File: src/rtl/cpu_boot_controller_if.sv
// Signal bundle between the chip-level boot I/O and the boot controller.
// The controller takes the slave side; whoever drives the boot sequence
// (chip pins or a bench) takes the master side.
interface cpu_boot_controller_if #(
  parameter int ADD_WIDTH = 7,
  parameter int RUN_WIDTH = 16
);
  logic                 start;
  logic                 abort;
  logic [ADD_WIDTH:0]   load_len;
  logic [RUN_WIDTH-1:0] run_cycles;
  logic [7:0]           byte_in;
  logic                 byte_valid;
  logic                 byte_ready;
  logic                 pm_wr_en;
  logic [ADD_WIDTH-1:0] pm_addr;
  logic [7:0]           pm_wdata;
  logic                 cpu_rst;
  logic [7:0]           alu_result;
  logic [7:0]           result_out;
  logic                 result_valid;
  logic                 busy;

  modport master (
    output start, abort, load_len, run_cycles, byte_in, byte_valid, alu_result,
    input  byte_ready, pm_wr_en, pm_addr, pm_wdata, cpu_rst, result_out,
           result_valid, busy
  );

  modport slave (
    input  start, abort, load_len, run_cycles, byte_in, byte_valid, alu_result,
    output byte_ready, pm_wr_en, pm_addr, pm_wdata, cpu_rst, result_out,
           result_valid, busy
  );
endinterface

File: src/rtl/cpu_boot_controller.sv
// Boot sequencer for the RISC-V core: streams a program image into program
// memory, releases the core from reset for a set number of cycles, captures
// the ALU result on the final run cycle and parks the core in reset again.
// Every output is a register whose next value is decoded from the next state.
module cpu_boot_controller #(
  parameter int ADD_WIDTH = 7,
  parameter int RUN_WIDTH = 16
) (
  input logic                  clk,
  input logic                  rst,
  cpu_boot_controller_if.slave bus
);
  localparam logic [ADD_WIDTH:0]   LEN_MAX  = {1'b1, {ADD_WIDTH{1'b0}}};
  localparam logic [ADD_WIDTH:0]   LEN_ONE  = {{ADD_WIDTH{1'b0}}, 1'b1};
  localparam logic [ADD_WIDTH:0]   LEN_ZERO = {(ADD_WIDTH+1){1'b0}};
  localparam logic [ADD_WIDTH-1:0] ADDR_ONE = {{(ADD_WIDTH-1){1'b0}}, 1'b1};
  localparam logic [RUN_WIDTH-1:0] RUN_ONE  = {{(RUN_WIDTH-1){1'b0}}, 1'b1};
  localparam logic [RUN_WIDTH-1:0] RUN_ZERO = {RUN_WIDTH{1'b0}};

  typedef enum logic [2:0] {
    IDLE  = 3'd0,
    LOAD  = 3'd1,
    DRAIN = 3'd2,
    RUN   = 3'd3,
    HALT  = 3'd4
  } state_t;

  state_t state, state_next;

  // Sequence parameters and progress counters
  logic [ADD_WIDTH:0]   len_q;
  logic [RUN_WIDTH-1:0] cycles_q;
  logic [RUN_WIDTH-1:0] run_cnt;
  logic [ADD_WIDTH-1:0] count;

  // Output registers and their next values
  logic                 ready_q, wr_en_q, cpu_rst_q, busy_q, valid_q;
  logic [ADD_WIDTH-1:0] addr_q;
  logic [7:0]           wdata_q, result_q;
  logic                 ready_d, wr_en_d, cpu_rst_d, busy_d, valid_d;
  logic [ADD_WIDTH-1:0] addr_d;
  logic [7:0]           wdata_d, result_d;

  logic               start_ok, handshake, last_byte, entering_halt;
  logic [ADD_WIDTH:0] clip_len;

  // Qualify start/handshake events and clip the requested image length
  always_comb begin
    start_ok  = bus.start && !bus.abort && ((state == IDLE) || (state == HALT));
    // An abort in the same cycle swallows the byte so no write follows it
    handshake = ready_q && bus.byte_valid && !bus.abort;
    last_byte = handshake && ({1'b0, count} == (len_q - LEN_ONE));
    if (bus.load_len > LEN_MAX) begin
      clip_len = LEN_MAX;
    end else begin
      clip_len = bus.load_len;
    end
  end

  // State register
  always_ff @(posedge clk or posedge rst) begin
    if (rst) begin
      state <= IDLE;
    end else begin
      state <= state_next;
    end
  end

  // Next-state decode; abort overrides everything including start
  always_comb begin
    state_next = state;
    if (bus.abort) begin
      state_next = IDLE;
    end else begin
      case (state)
        IDLE, HALT: begin
          if (!start_ok) begin
            state_next = state;
          end else if (clip_len != LEN_ZERO) begin
            state_next = LOAD;
          end else if (bus.run_cycles != RUN_ZERO) begin
            state_next = RUN;
          end else begin
            state_next = HALT;
          end
        end
        LOAD: begin
          if (last_byte) begin
            state_next = DRAIN;
          end else begin
            state_next = LOAD;
          end
        end
        DRAIN: begin
          if (cycles_q != RUN_ZERO) begin
            state_next = RUN;
          end else begin
            state_next = HALT;
          end
        end
        RUN: begin
          if (run_cnt == RUN_ONE) begin
            state_next = HALT;
          end else begin
            state_next = RUN;
          end
        end
        default: state_next = IDLE;
      endcase
    end
  end

  // Next output values, decoded from the state being entered
  always_comb begin
    // A restart from HALT straight back into HALT still counts as a fresh capture
    entering_halt = (state_next == HALT) && ((state != HALT) || start_ok);
    ready_d   = (state_next == LOAD);
    busy_d    = (state_next == LOAD) || (state_next == DRAIN) || (state_next == RUN);
    cpu_rst_d = (state_next != RUN);
    valid_d   = (state_next == HALT);
    wr_en_d   = handshake;
    if (handshake) begin
      addr_d  = count;
      wdata_d = bus.byte_in;
    end else begin
      addr_d  = addr_q;
      wdata_d = wdata_q;
    end
    // Zero-cycle runs report a cleared result rather than a stale one
    if (entering_halt) begin
      result_d = (state == RUN) ? bus.alu_result : 8'h00;
    end else begin
      result_d = result_q;
    end
  end

  // Output registers
  always_ff @(posedge clk or posedge rst) begin
    if (rst) begin
      ready_q   <= 1'b0;
      wr_en_q   <= 1'b0;
      cpu_rst_q <= 1'b1;
      busy_q    <= 1'b0;
      valid_q   <= 1'b0;
      addr_q    <= {ADD_WIDTH{1'b0}};
      wdata_q   <= 8'h00;
      result_q  <= 8'h00;
    end else begin
      ready_q   <= ready_d;
      wr_en_q   <= wr_en_d;
      cpu_rst_q <= cpu_rst_d;
      busy_q    <= busy_d;
      valid_q   <= valid_d;
      addr_q    <= addr_d;
      wdata_q   <= wdata_d;
      result_q  <= result_d;
    end
  end

  // Latch sequence parameters on start, advance byte and run counters
  always_ff @(posedge clk or posedge rst) begin
    if (rst) begin
      len_q    <= LEN_ZERO;
      cycles_q <= RUN_ZERO;
      run_cnt  <= RUN_ZERO;
      count    <= {ADD_WIDTH{1'b0}};
    end else if (start_ok) begin
      len_q    <= clip_len;
      cycles_q <= bus.run_cycles;
      run_cnt  <= bus.run_cycles;
      count    <= {ADD_WIDTH{1'b0}};
    end else begin
      if (handshake) begin
        count <= count + ADDR_ONE;
      end
      if (state == DRAIN) begin
        run_cnt <= cycles_q;
      end else if (state == RUN) begin
        run_cnt <= run_cnt - RUN_ONE;
      end
    end
  end

  assign bus.byte_ready   = ready_q;
  assign bus.pm_wr_en     = wr_en_q;
  assign bus.pm_addr      = addr_q;
  assign bus.pm_wdata     = wdata_q;
  assign bus.cpu_rst      = cpu_rst_q;
  assign bus.busy         = busy_q;
  assign bus.result_valid = valid_q;
  assign bus.result_out   = result_q;
endmodule

File: src/flat_wrapper.sv
// flat-port wrapper written by rule: the top's interface ports become plain ports
module cpu_boot_controller_flat 
#(
  parameter int ADD_WIDTH = 7,
  parameter int RUN_WIDTH = 16
)
  (clk, rst, bus_start, bus_abort, bus_load_len, bus_run_cycles, bus_byte_in, bus_byte_valid, bus_alu_result, bus_byte_ready, bus_pm_wr_en, bus_pm_addr, bus_pm_wdata, bus_cpu_rst, bus_result_out, bus_result_valid, bus_busy);
  cpu_boot_controller_if #(.ADD_WIDTH(ADD_WIDTH), .RUN_WIDTH(RUN_WIDTH)) bus_i ();
  input logic clk;
  input logic rst;
  input wire logic [$bits(bus_i.start)-1:0] bus_start;
  input wire logic [$bits(bus_i.abort)-1:0] bus_abort;
  input wire logic [$bits(bus_i.load_len)-1:0] bus_load_len;
  input wire logic [$bits(bus_i.run_cycles)-1:0] bus_run_cycles;
  input wire logic [$bits(bus_i.byte_in)-1:0] bus_byte_in;
  input wire logic [$bits(bus_i.byte_valid)-1:0] bus_byte_valid;
  input wire logic [$bits(bus_i.alu_result)-1:0] bus_alu_result;
  output wire logic [$bits(bus_i.byte_ready)-1:0] bus_byte_ready;
  output wire logic [$bits(bus_i.pm_wr_en)-1:0] bus_pm_wr_en;
  output wire logic [$bits(bus_i.pm_addr)-1:0] bus_pm_addr;
  output wire logic [$bits(bus_i.pm_wdata)-1:0] bus_pm_wdata;
  output wire logic [$bits(bus_i.cpu_rst)-1:0] bus_cpu_rst;
  output wire logic [$bits(bus_i.result_out)-1:0] bus_result_out;
  output wire logic [$bits(bus_i.result_valid)-1:0] bus_result_valid;
  output wire logic [$bits(bus_i.busy)-1:0] bus_busy;
  assign bus_i.start = bus_start;
  assign bus_i.abort = bus_abort;
  assign bus_i.load_len = bus_load_len;
  assign bus_i.run_cycles = bus_run_cycles;
  assign bus_i.byte_in = bus_byte_in;
  assign bus_i.byte_valid = bus_byte_valid;
  assign bus_i.alu_result = bus_alu_result;
  assign bus_byte_ready = bus_i.byte_ready;
  assign bus_pm_wr_en = bus_i.pm_wr_en;
  assign bus_pm_addr = bus_i.pm_addr;
  assign bus_pm_wdata = bus_i.pm_wdata;
  assign bus_cpu_rst = bus_i.cpu_rst;
  assign bus_result_out = bus_i.result_out;
  assign bus_result_valid = bus_i.result_valid;
  assign bus_busy = bus_i.busy;
  cpu_boot_controller #(.ADD_WIDTH(ADD_WIDTH), .RUN_WIDTH(RUN_WIDTH)) u_core (.clk(clk), .rst(rst), .bus(bus_i));
endmodule
File: config.mk
export PLATFORM = sky130hd
export DESIGN_NAME = cpu_boot_controller_flat
export DESIGN_NICKNAME = d
export VERILOG_FILES = /design/src/rtl/cpu_boot_controller_if.sv /design/src/rtl/cpu_boot_controller.sv /design/src/flat_wrapper.sv
export SDC_FILE = /design/constraint.sdc
export NUM_CORES = 1
export LEC_CHECK = 0
export ABC_AREA = 1
export CAP_MARGIN = 20
export CORE_MARGIN = 1
export CORE_UTILIZATION = 48
export CTS_BUF_LIST = sky130_fd_sc_hd__clkbuf_8
export DETAILED_ROUTE_END_ITERATION = 12
export PLACE_DENSITY = 0.84
export SLEW_MARGIN = 20
export SYNTH_ARGS = -nofsm -noshare
export SYNTH_HDL_FRONTEND = slang
export SYNTH_SLANG_ARGS = --single-unit
export TNS_END_PERCENT = 100
File: constraint.sdc
create_clock -name clk -period 2.8 [get_ports clk]
set_clock_uncertainty 0.05 [all_clocks]
set_input_delay 0.56 -clock clk [delete_from_list [all_inputs] [get_ports clk]]
set_output_delay 0.56 -clock clk [all_outputs]
set_load 0.005 [all_outputs]
* After elaboration in Yosys (flattened, before gate mapping)
Index checks and enable logic that the tools add are counted.
** Storage, ports and cells
- Logic and storage cells :: 62
- Output and inout port bits :: 28
- Bits in registers :: 78
- Input bits :: 45
** Cells by class
- Reduce and logical (&&, ||, !) cells :: 18
- Muxes and demuxes :: 15
- Add/subtract/negate cells :: 3
- Order comparisons :: 1
- Equal/unequal tests :: 12
** Operator list (number)
- two-way mux 16 bit :: 3
- nonzero test 16 bit :: 2
- two-way mux 3 bit :: 6
- == test 16 x 1 -> 1 bit (second input constant) :: 1
- two-way mux 8 bit :: 2
- subtractor 16 x 1 -> 16 bit (second input constant) :: 1
- two-way mux 7 bit :: 2
- == test 3 x 2 -> 1 bit (second input constant) :: 4
- one-hot mux 3 bit (4 select lines) :: 1
- == test 7 x 8 -> 1 bit :: 1
- greater-than comparator 8 bit (second input constant) :: 1
- nonzero test 8 bit :: 1
- subtractor 8 x 1 -> 8 bit (second input constant) :: 1
- adder 7 x 1 -> 7 bit (second input constant) :: 1
- == test 3 x 1 -> 1 bit (second input constant) :: 2
- == test 3 bit (second input constant) :: 2
- logical AND 1 bit :: 6
- logical OR 1 bit :: 4
- logical NOT 3 bit :: 1
- != test 3 x 2 -> 1 bit (second input constant) :: 1
- != test 3 bit (second input constant) :: 1
- nonzero test 3 bit :: 1
- two-way mux 2 bit :: 1
- nonzero test 2 bit :: 1
- 2 further kinds :: 2

* Depth between registers and ports, before layout
Gate-level depths: netlist (run 1).
- Word-level depth :: 10
- Gate-level depth with buffers :: 14
- Mapped depth without buffers :: 14

* Worst setup path after synthesis (run 1)
No wires, ideal clock.
- Path kind :: reg-to-reg
- Start point :: reg u_core.len_q[0]
- End point :: reg u_core.busy_q, in the netlist u_core.bus.busy
- Slack :: 1209 ps
- Data required time :: 2631 ps
- Stages on the path, launching flop included :: 15
- Setup time :: 119 ps
- Path buffers :: 0
- Arrival time :: 1423 ps
- Period minus slack after synthesis :: 1591 ps
- Cells stage by stage :: dfrtp_1 -> inv_1 -> ha_1 -> inv_1 -> nand2_1 -> nand2_1 -> nand2_1 -> nor2_1 -> nand2_1 -> nor2_1 -> nand3_1 -> nand2_1 -> nand2_1 -> nand2_1 -> nand2_1
** Between the ends
- Word-level cells in the longest chain between the ends :: 9
- Elaborated cells between the ends (all ways) :: 11
- Those cells by class :: 1 x add/sub; 4 x eq/ne; 3 x mux; 3 x reduce/logical
** Ends and longest elaborated chain
- start, declared :: RTL line cpu_boot_controller.sv:31 : logic [ADD_WIDTH:0] len_q;
- start signal, assigned :: RTL line cpu_boot_controller.sv:168 : len_q <= clip_len;
- subtractor 8 x 1 -> 8 bit (*) :: RTL line cpu_boot_controller.sv:52 : last_byte = handshake && ({1'b0, count} == (len_q - LEN_ONE));
- == test 7 x 8 -> 1 bit (*) :: RTL line cpu_boot_controller.sv:52
- logical AND 1 bit (*) :: RTL line cpu_boot_controller.sv:52
- two-way mux 2 bit (*) :: RTL line cpu_boot_controller.sv:88 : if (last_byte) begin
- one-hot mux 3 bit (4 select lines) (*) :: RTL line cpu_boot_controller.sv:75 : case (state)
- two-way mux 3 bit (*) :: RTL line cpu_boot_controller.sv:72 : if (bus.abort) begin
- == test 3 x 1 -> 1 bit or == test 3 x 2 -> 1 bit (tied branches) :: RTL line cpu_boot_controller.sv:118 : busy_d = (state_next == LOAD) || (state_next == DRAIN) || (state_next == RUN);
- logical OR 1 bit :: RTL line cpu_boot_controller.sv:118
- logical OR 1 bit (*) :: RTL line cpu_boot_controller.sv:118
- named net u_core.busy_d :: RTL line cpu_boot_controller.sv:40 : logic ready_d, wr_en_d, cpu_rst_d, busy_d, valid_d;
- end signal, assigned :: RTL line cpu_boot_controller.sv:152 : busy_q <= busy_d;
- end, declared :: RTL line cpu_boot_controller.sv:37 : logic ready_q, wr_en_q, cpu_rst_q, busy_q, valid_q;
The timed path passes the listed nets; every way through them passes the cells marked *.
A chain may end at the register's enable or synchronous reset.

* Worst setup path in the final report (run 1)
- Start point :: in bus_abort
- End point :: reg u_core.result_q[7], in the netlist u_core.bus.result_out[7]
** Between the ends
- Word-level cells in the longest chain between the ends :: 8
- Elaborated cells between the ends (all ways) :: 12
- Those cells by class :: 1 x eq/ne; 4 x mux; 7 x reduce/logical
** Ends and longest elaborated chain
- start, declared :: RTL line flat_wrapper.sv:12 : input wire logic [$bits(bus_i.abort)-1:0] bus_abort;
- logical NOT 1 bit :: RTL line cpu_boot_controller.sv:49, cpu_boot_controller.sv:51
- logical AND 1 bit (on tied branches) :: RTL line cpu_boot_controller.sv:51, cpu_boot_controller.sv:49
- logical AND 1 bit (on tied branches) :: RTL line cpu_boot_controller.sv:52, cpu_boot_controller.sv:49
- two-way mux 2 bit or two-way mux 3 bit (tied branches) :: RTL line cpu_boot_controller.sv:88, cpu_boot_controller.sv:77
- one-hot mux 3 bit (4 select lines) :: RTL line cpu_boot_controller.sv:75
- two-way mux 3 bit :: RTL line cpu_boot_controller.sv:72
- == test 3 bit :: RTL line cpu_boot_controller.sv:116 : entering_halt = (state_next == HALT) && ((state != HALT) || start_ok);
- logical AND 1 bit (*) :: RTL line cpu_boot_controller.sv:116
- end signal, assigned :: RTL line cpu_boot_controller.sv:156 : result_q <= result_d;
- end, declared :: RTL line cpu_boot_controller.sv:39 : logic [7:0] wdata_q, result_q;
Mark *: on every way between the ends. The rest lies on a longest branch, timed or not.

==> results of run 1 <==
[area by class of cell]
| class | instances | area [um^2] | share of cell area |
|---|---|---|---|
| clock buffers | 9 | 124 | 0.0229 |
| clock inverters | 6 | 111 | 0.0206 |
| inverters | 80 | 305 | 0.0564 |
| multi-input cells | 412 | 1980 | 0.365 |
| flip-flops and latches | 78 | 1950 | 0.361 |
| well taps | 108 | 135 | 0.0249 |
| repair buffers | 79 | 811 | 0.150 |
[logic make-up (layout without fill, tap and decap cells)]
family	Yosys count	after routing
simple gates	316	316
buf+inv	96	174
compound gates	83	83
flops	78	78
xor+xnor	9	9
fa+ha+maj	4	4
[power groups by stage]
stage | Combinational (mW) | Clock, mW | Sequential (mW)
floorplan | 0.595 | 0 | 1.48
global placement | 0.890 | 0 | 1.50
detailed placement | 0.928 | 0 | 1.51
CTS | 0.935 | 1.03 | 1.49
global route | 1.06 | 1.07 | 1.52
finish | 0.934 | 1.02 | 1.49
[cell usage in the layout (no fill, tap or decap), types with 2 or more instances in the layout]
cell / instances
nor2_4: 2
nor3_1: 2
nand2_1: 172
o221ai_2: 2
nor2_2: 4
bufinv_16: 3
nor2_1: 86
o21ai_1: 2
buf_4: 4
inv_2: 3
nor3_2: 2
ha_1: 4
inv_1: 75
nand3_1: 26
xor2_1: 4
clkbuf_8: 9
clkdlybuf4s50_1: 72
a31oi_2: 6
o21ai_0: 42
nand4_1: 16
inv_4: 2
o211ai_1: 4
xnor2_1: 5
buf_12: 3
nand2_4: 2
dfrtp_1: 77
a21oi_1: 24
nand3_4: 2
[sequential cells by signal, summed over array words and instances, names as in the netlist, 3 cells and up]
register / count
u_core.bus.result_out: 8
u_core.cycles_q: 16
u_core.run_cnt: 16
u_core.count: 7
u_core.len_q: 8
u_core.state: 3
u_core.bus.pm_addr: 7
u_core.bus.pm_wdata: 8
[worst min-delay path: cells and delay by family (launching register included)]
kind             cells  cell delay (ns)
flip-flops           1             0.35
AND/OR/NAND/NOR      2             0.11
[worst paths after layout]
kind / startpoint / to / cells past startpoint
min in group asynchronous: rst / u_core.bus.pm_wdata[2] / 3
hold reg to reg: u_core.bus.result_out[5] / u_core.bus.result_out[5] / 2
hold / removal: u_core.bus.result_out[5] / u_core.bus.result_out[5] / 2
max in group asynchronous: rst / u_core.bus.cpu_rst / 3
setup reg to reg: u_core.state[2] / u_core.run_cnt[4] / 7
setup / recovery: bus_abort / u_core.bus.result_out[7] / 10
[stage by stage]
stage	setup WS (ns)	instance area (um^2)	total power, mW	hold slack, ns
floorplan	0.197	4340	2.07	0.411
global placement	0.309	5180	2.39	0.412
detailed placement	0.255	5180	2.44	0.411
CTS	0.620	5420	3.45	0.431
global route	0.475	5420	3.65	0.442
finish	0.602	5420	3.44	0.427
[metal layers]
metal / GRT usage / vias to the layer above
met5: 0 / -
li1: - / 1998
met1: 0.296 / 1929
met3: 0.0296 / 17
met2: 0.379 / 113
met4: 0.0850 / 0
==> results.toml, run 1 <==
[run_status]
outcome = "finished clean"

[logic_synthesis]
yosys.area_share.simple = 0.311
synthTopCellsByCount = "nand2_1 (172), nor2_1 (86), dfrtp_1 (77)"
synth_top_family_by_area = "simple AND/OR/NAND/NOR gates"
postSynthNetCount = 635
netlist_area_um2 = 4340
netlist_instances = 586
ys_types = 33
synth.most_common_cell = "nand2_1"
synth_compound_area_frac = 0.115
async_reset_ff_frac = 1.00
synth-adder-area-share = 0.0115
synth_edf_count = 0
synth_area_leader_cell = "dfrtp_1"
synth.avg_cell_area_um2 = 7.40
yosysSeqAreaShare = 0.451
ys_warn_count = 0
synthMuxAreaShare = 0
yosys.area.top_type_share = 0.444
ys.flop_type = "dfrtp_1"
ys_ff_latch = 78
synth_area_leaders = "dfrtp_1 (44%), nand2_1 (15%), nor2_1 (7.4%), inv_1 (6.6%), o21ai_0 (4.8%)"
synthXorXnorAreaFrac = 0.0182

[clocking]
htreeDepth = 3
cts_resized = 0
post-cts-setup-buffers = 0
cts_tree = "built"
cts_buffers = 9
clk_path_buf_depth = 2
root_buffer = "clkbuf_8"
clkTransAtPathRegs_ns = 0.08
numClockSinks = 78
postCtsHoldBufs = 0
worst_skew_pair.late_latency_ns = 0.36

[critical_path]
max_stage_delay_ns = 0.48
cp_cell_sequence = "clkdlybuf4s50_1, inv_4, nand2_4, nor2_4, o21ai_1, nand3_2, nand2_4, nand3_4, nand2_1, nand2_1"
cp-end-kind = "flip-flop"
worst-path-buf-inv = 2
cp_slowest_cell = "clkdlybuf4s50_1"
criticalPathCategory = "in -> reg"
cp.arrival_ns = 2.45
critPathMaxFanout = 14
startpoint_type = "primary input"
rrSetupSlack_ns = 0.71
critPathRequiredTime_ns = 3.05
path_delay_family = "simple AND/OR/NAND/NOR gates"

[drt]
first_pass_iters = 5
finalWirelength_um = 10400
drtIter0Drc = 237
vias = 4057
remaining_drc_errors = 0
wl_met3_um = 450
top_layer = "met4"
wl_per_cell_um = 13.5
postRouteAntennaNets = 0
wl_met2_um = 5110
vias_per_cell = 5.26
wl_met1_um = 4680

[global_routing]
grt_max_degree = 79
overflow = 0
track_usage = 0.225
grt_first_pass_wirelength_um = 17400
antenna_found_initial = 0
grt_pass1_vias = 3873

[power]
p_clk_frac = 0.295
p_seq_frac = 0.434
power.leakage_nw = 2.62
p_sw_mw = 1.11
p_per_area_nw_per_um2 = 636
p_int_mw = 2.34
pwr-share-comb = 0.271
vdd_ir_drop_max_uv = 323
swShare = 0.322

[final_layout]
postLayoutCoreUtil = 0.621
final_cells = 772
antenna_cells = 0
fin_nets = 709
drive_above_1_share = 0.0753
area_growth_pct = 25.0
fillers = 748

[sta]
setup_viol = 0
rsz0062_at_grt = "false"
finalCriticalPeriod_ns = 2.20
slew_viol_final = 0
finalSetupTns_ns = 0
tightest_slew_ns = 0.685
timing.fmax_mhz = 455
slew_headroom = 0.542
timing.final.crit_share = 0.785
hold_viol = 0

[placement]
dp_hpwl_um = 7720
io_buffers = 72
gp_congestion = 0.904
dp_cells = 757

[min_path]
hold_class = "reg -> reg"

[die]
ioPinCount = 73
core_um2 = 8720
floorplan.die.width_um = 97.0
fp.dieH_um = 97.0
dieArea_um2 = 9420
start_util = 0.497
rows = 34

[flow_run]
maxCapViolations = 0
Power figures use the tool's default switching activity.
==> run 2, diff against run 1 <==
PLACE_DENSITY = 0.87   (was 0.84)
clock period = 2.01 ns   (was 2.8 ns; I/O delays follow)
==> results.toml, run 2 (synthesis gave the netlist of run 1 again) <==
[run_status]
outcome = "finished clean"

[final_layout]
final_common_cell = "nand2_1"
fin_nets = 725
postLayoutCoreUtil = 0.632
drive_above_1_share = 0.0999
reg_top3 = "u_core.cycles_q x16, u_core.run_cnt x16"
area_growth_pct = 27.2
final_cell_mix = "nand2_1 (171), nor2_1 (86), dfrtp_1 (77)"
antenna_cells = 0
final_area_um2 = 5510
fillers = 737

[global_routing]
grt_max_degree = 56
antenna_found_initial = 0
overflow = 0
grt_pass1_vias = 3944
grt_first_pass_wirelength_um = 17800
track_usage = 0.233

[die]
rows = 34
core_um2 = 8720
ioPinCount = 73
start_util = 0.497
dieArea_um2 = 9420
floorplan.die.width_um = 97.0
fp.dieH_um = 97.0

[placement]
gp_congestion = 0.943
io_buffers = 72
place_area_um2 = 5310
dp_slack_ns = -0.200
dp_hpwl_um = 7710

[min_path]
hold_class = "in -> async"

[drt]
wl_per_cell_um = 13.1
vias = 4055
postRouteAntennaNets = 0
remaining_drc_errors = 0
finalWirelength_um = 10300
first_pass_iters = 5
drtIter0Drc = 242
vias_per_cell = 5.14

[power]
p_per_area_nw_per_um2 = 838
power.leakage_nw = 2.68
vdd_ir_drop_max_uv = 557
power_mw = 4.62

[sta]
finalCriticalPeriod_ns = 1.86
timing.final.crit_share = 0.924
worst_slack_ns = 0.154
timing.fmax_mhz = 539
final.hold.worst_slack_ns = 0.289
rsz0062_at_grt = "false"
setup_viol = 0
tightest_slew_ns = 0.391
slew_viol_final = 0
slew_headroom = 0.738
hold_viol = 0

[critical_path]
critPathRequiredTime_ns = 2.22
cp-end-kind = "flip-flop"
rrSetupSlack_ns = 0.17
reg2reg_from = "u_core.len_q[0]"
cp.arrival_ns = 2.06
startpoint_type = "primary input"
critPathMaxFanout = 9
cp_cell_sequence = "clkdlybuf4s50_1, nor2_1, nand4_1, o21ai_1, nand3_2, nand2_4, nand3_4, nand2_1, nand2_1"
worst-path-buf-inv = 1
criticalPathCategory = "in -> reg"
max_stage_delay_ns = 0.43
r2r_end = "u_core.bus.busy"
reg2regPathDepth = 14
cp_slowest_cell = "clkdlybuf4s50_1"
cpMostUsedCell = "nand2_1"
path_delay_family = "simple AND/OR/NAND/NOR gates"

[clocking]
htreeDepth = 3
root_buffer = "clkbuf_8"
numClockSinks = 78
post-cts-setup-buffers = 0
cts_buffers = 9
clkTransAtPathRegs_ns = 0.08
postCtsHoldBufs = 0
cts_tree = "built"
clk_path_buf_depth = 2
worst_skew_pair.late_latency_ns = 0.37

[flow_run]
maxCapViolations = 0
==> run 2: power by group <==
part / total [mW] / switching (mW) / internal (mW)
Combinational: 1.33 / 0.715 / 0.611
Clock: 1.22 / 0.584 / 0.633
Sequential: 2.08 / 0.229 / 1.85
==> run 2: layer usage <==
metal  GRT usage  up-vias  part of all wire
met4       0.113        0             0.022
met2       0.382      133              0.48
li1            -     2030                 -
met3      0.0397       23             0.052
met1       0.301     1869              0.45
met5           0        -                 0
==> run 2: timing repair <==
action / in CTS / in global routing
setup endpoints to repair: 0 / 5
hold endpoints to repair: 0 / 0
gates resized for setup: 0 / 4
==> run 2: per-stage QoR <==
| step | TNS (ns) | std cells |
|---|---|---|
| after floorplan | 0 | 586 |
| after global placement | -1.67 | 773 |
| after detailed placement | -2.32 | 773 |
| after CTS | 0 | 789 |
| after global routing | 0 | 789 |
| final | 0 | 789 |
==> run 2: worst max path at each step <==
stage                       start                        to  slack (ns)  cells after the start
2_1_floorplan     u_core.len_q[0]           u_core.bus.busy        0.42                     14
3_3_place_gp   bus_run_cycles[12]  u_core.bus.result_out[7]       -0.16                      9
3_5_place_dp   bus_run_cycles[12]  u_core.bus.result_out[7]       -0.20                      9
4_1_cts           u_core.len_q[0]           u_core.bus.busy        0.15                     13
5_1_grt           u_core.len_q[0]           u_core.bus.busy        0.01                     14
6_report       bus_run_cycles[12]  u_core.bus.result_out[7]        0.15                      9
==> run 2: cell type report <==
cell class,count,area [um^2],share of cell area
clock buffers,11,151,0.0275
inverters,80,309,0.0561
multi-input cells,412,1980,0.360
clock inverters,5,50.0,0.00908
flip-flops and latches,78,1950,0.354
well taps,108,135,0.0245
repair buffers,95,931,0.169
==> run 3, diff against run 2 <==
CORE_MARGIN = unset   (was 1)
==> results of run 3 <==
Same layout as run 2: the final DEF is identical, and so are final timing and power.
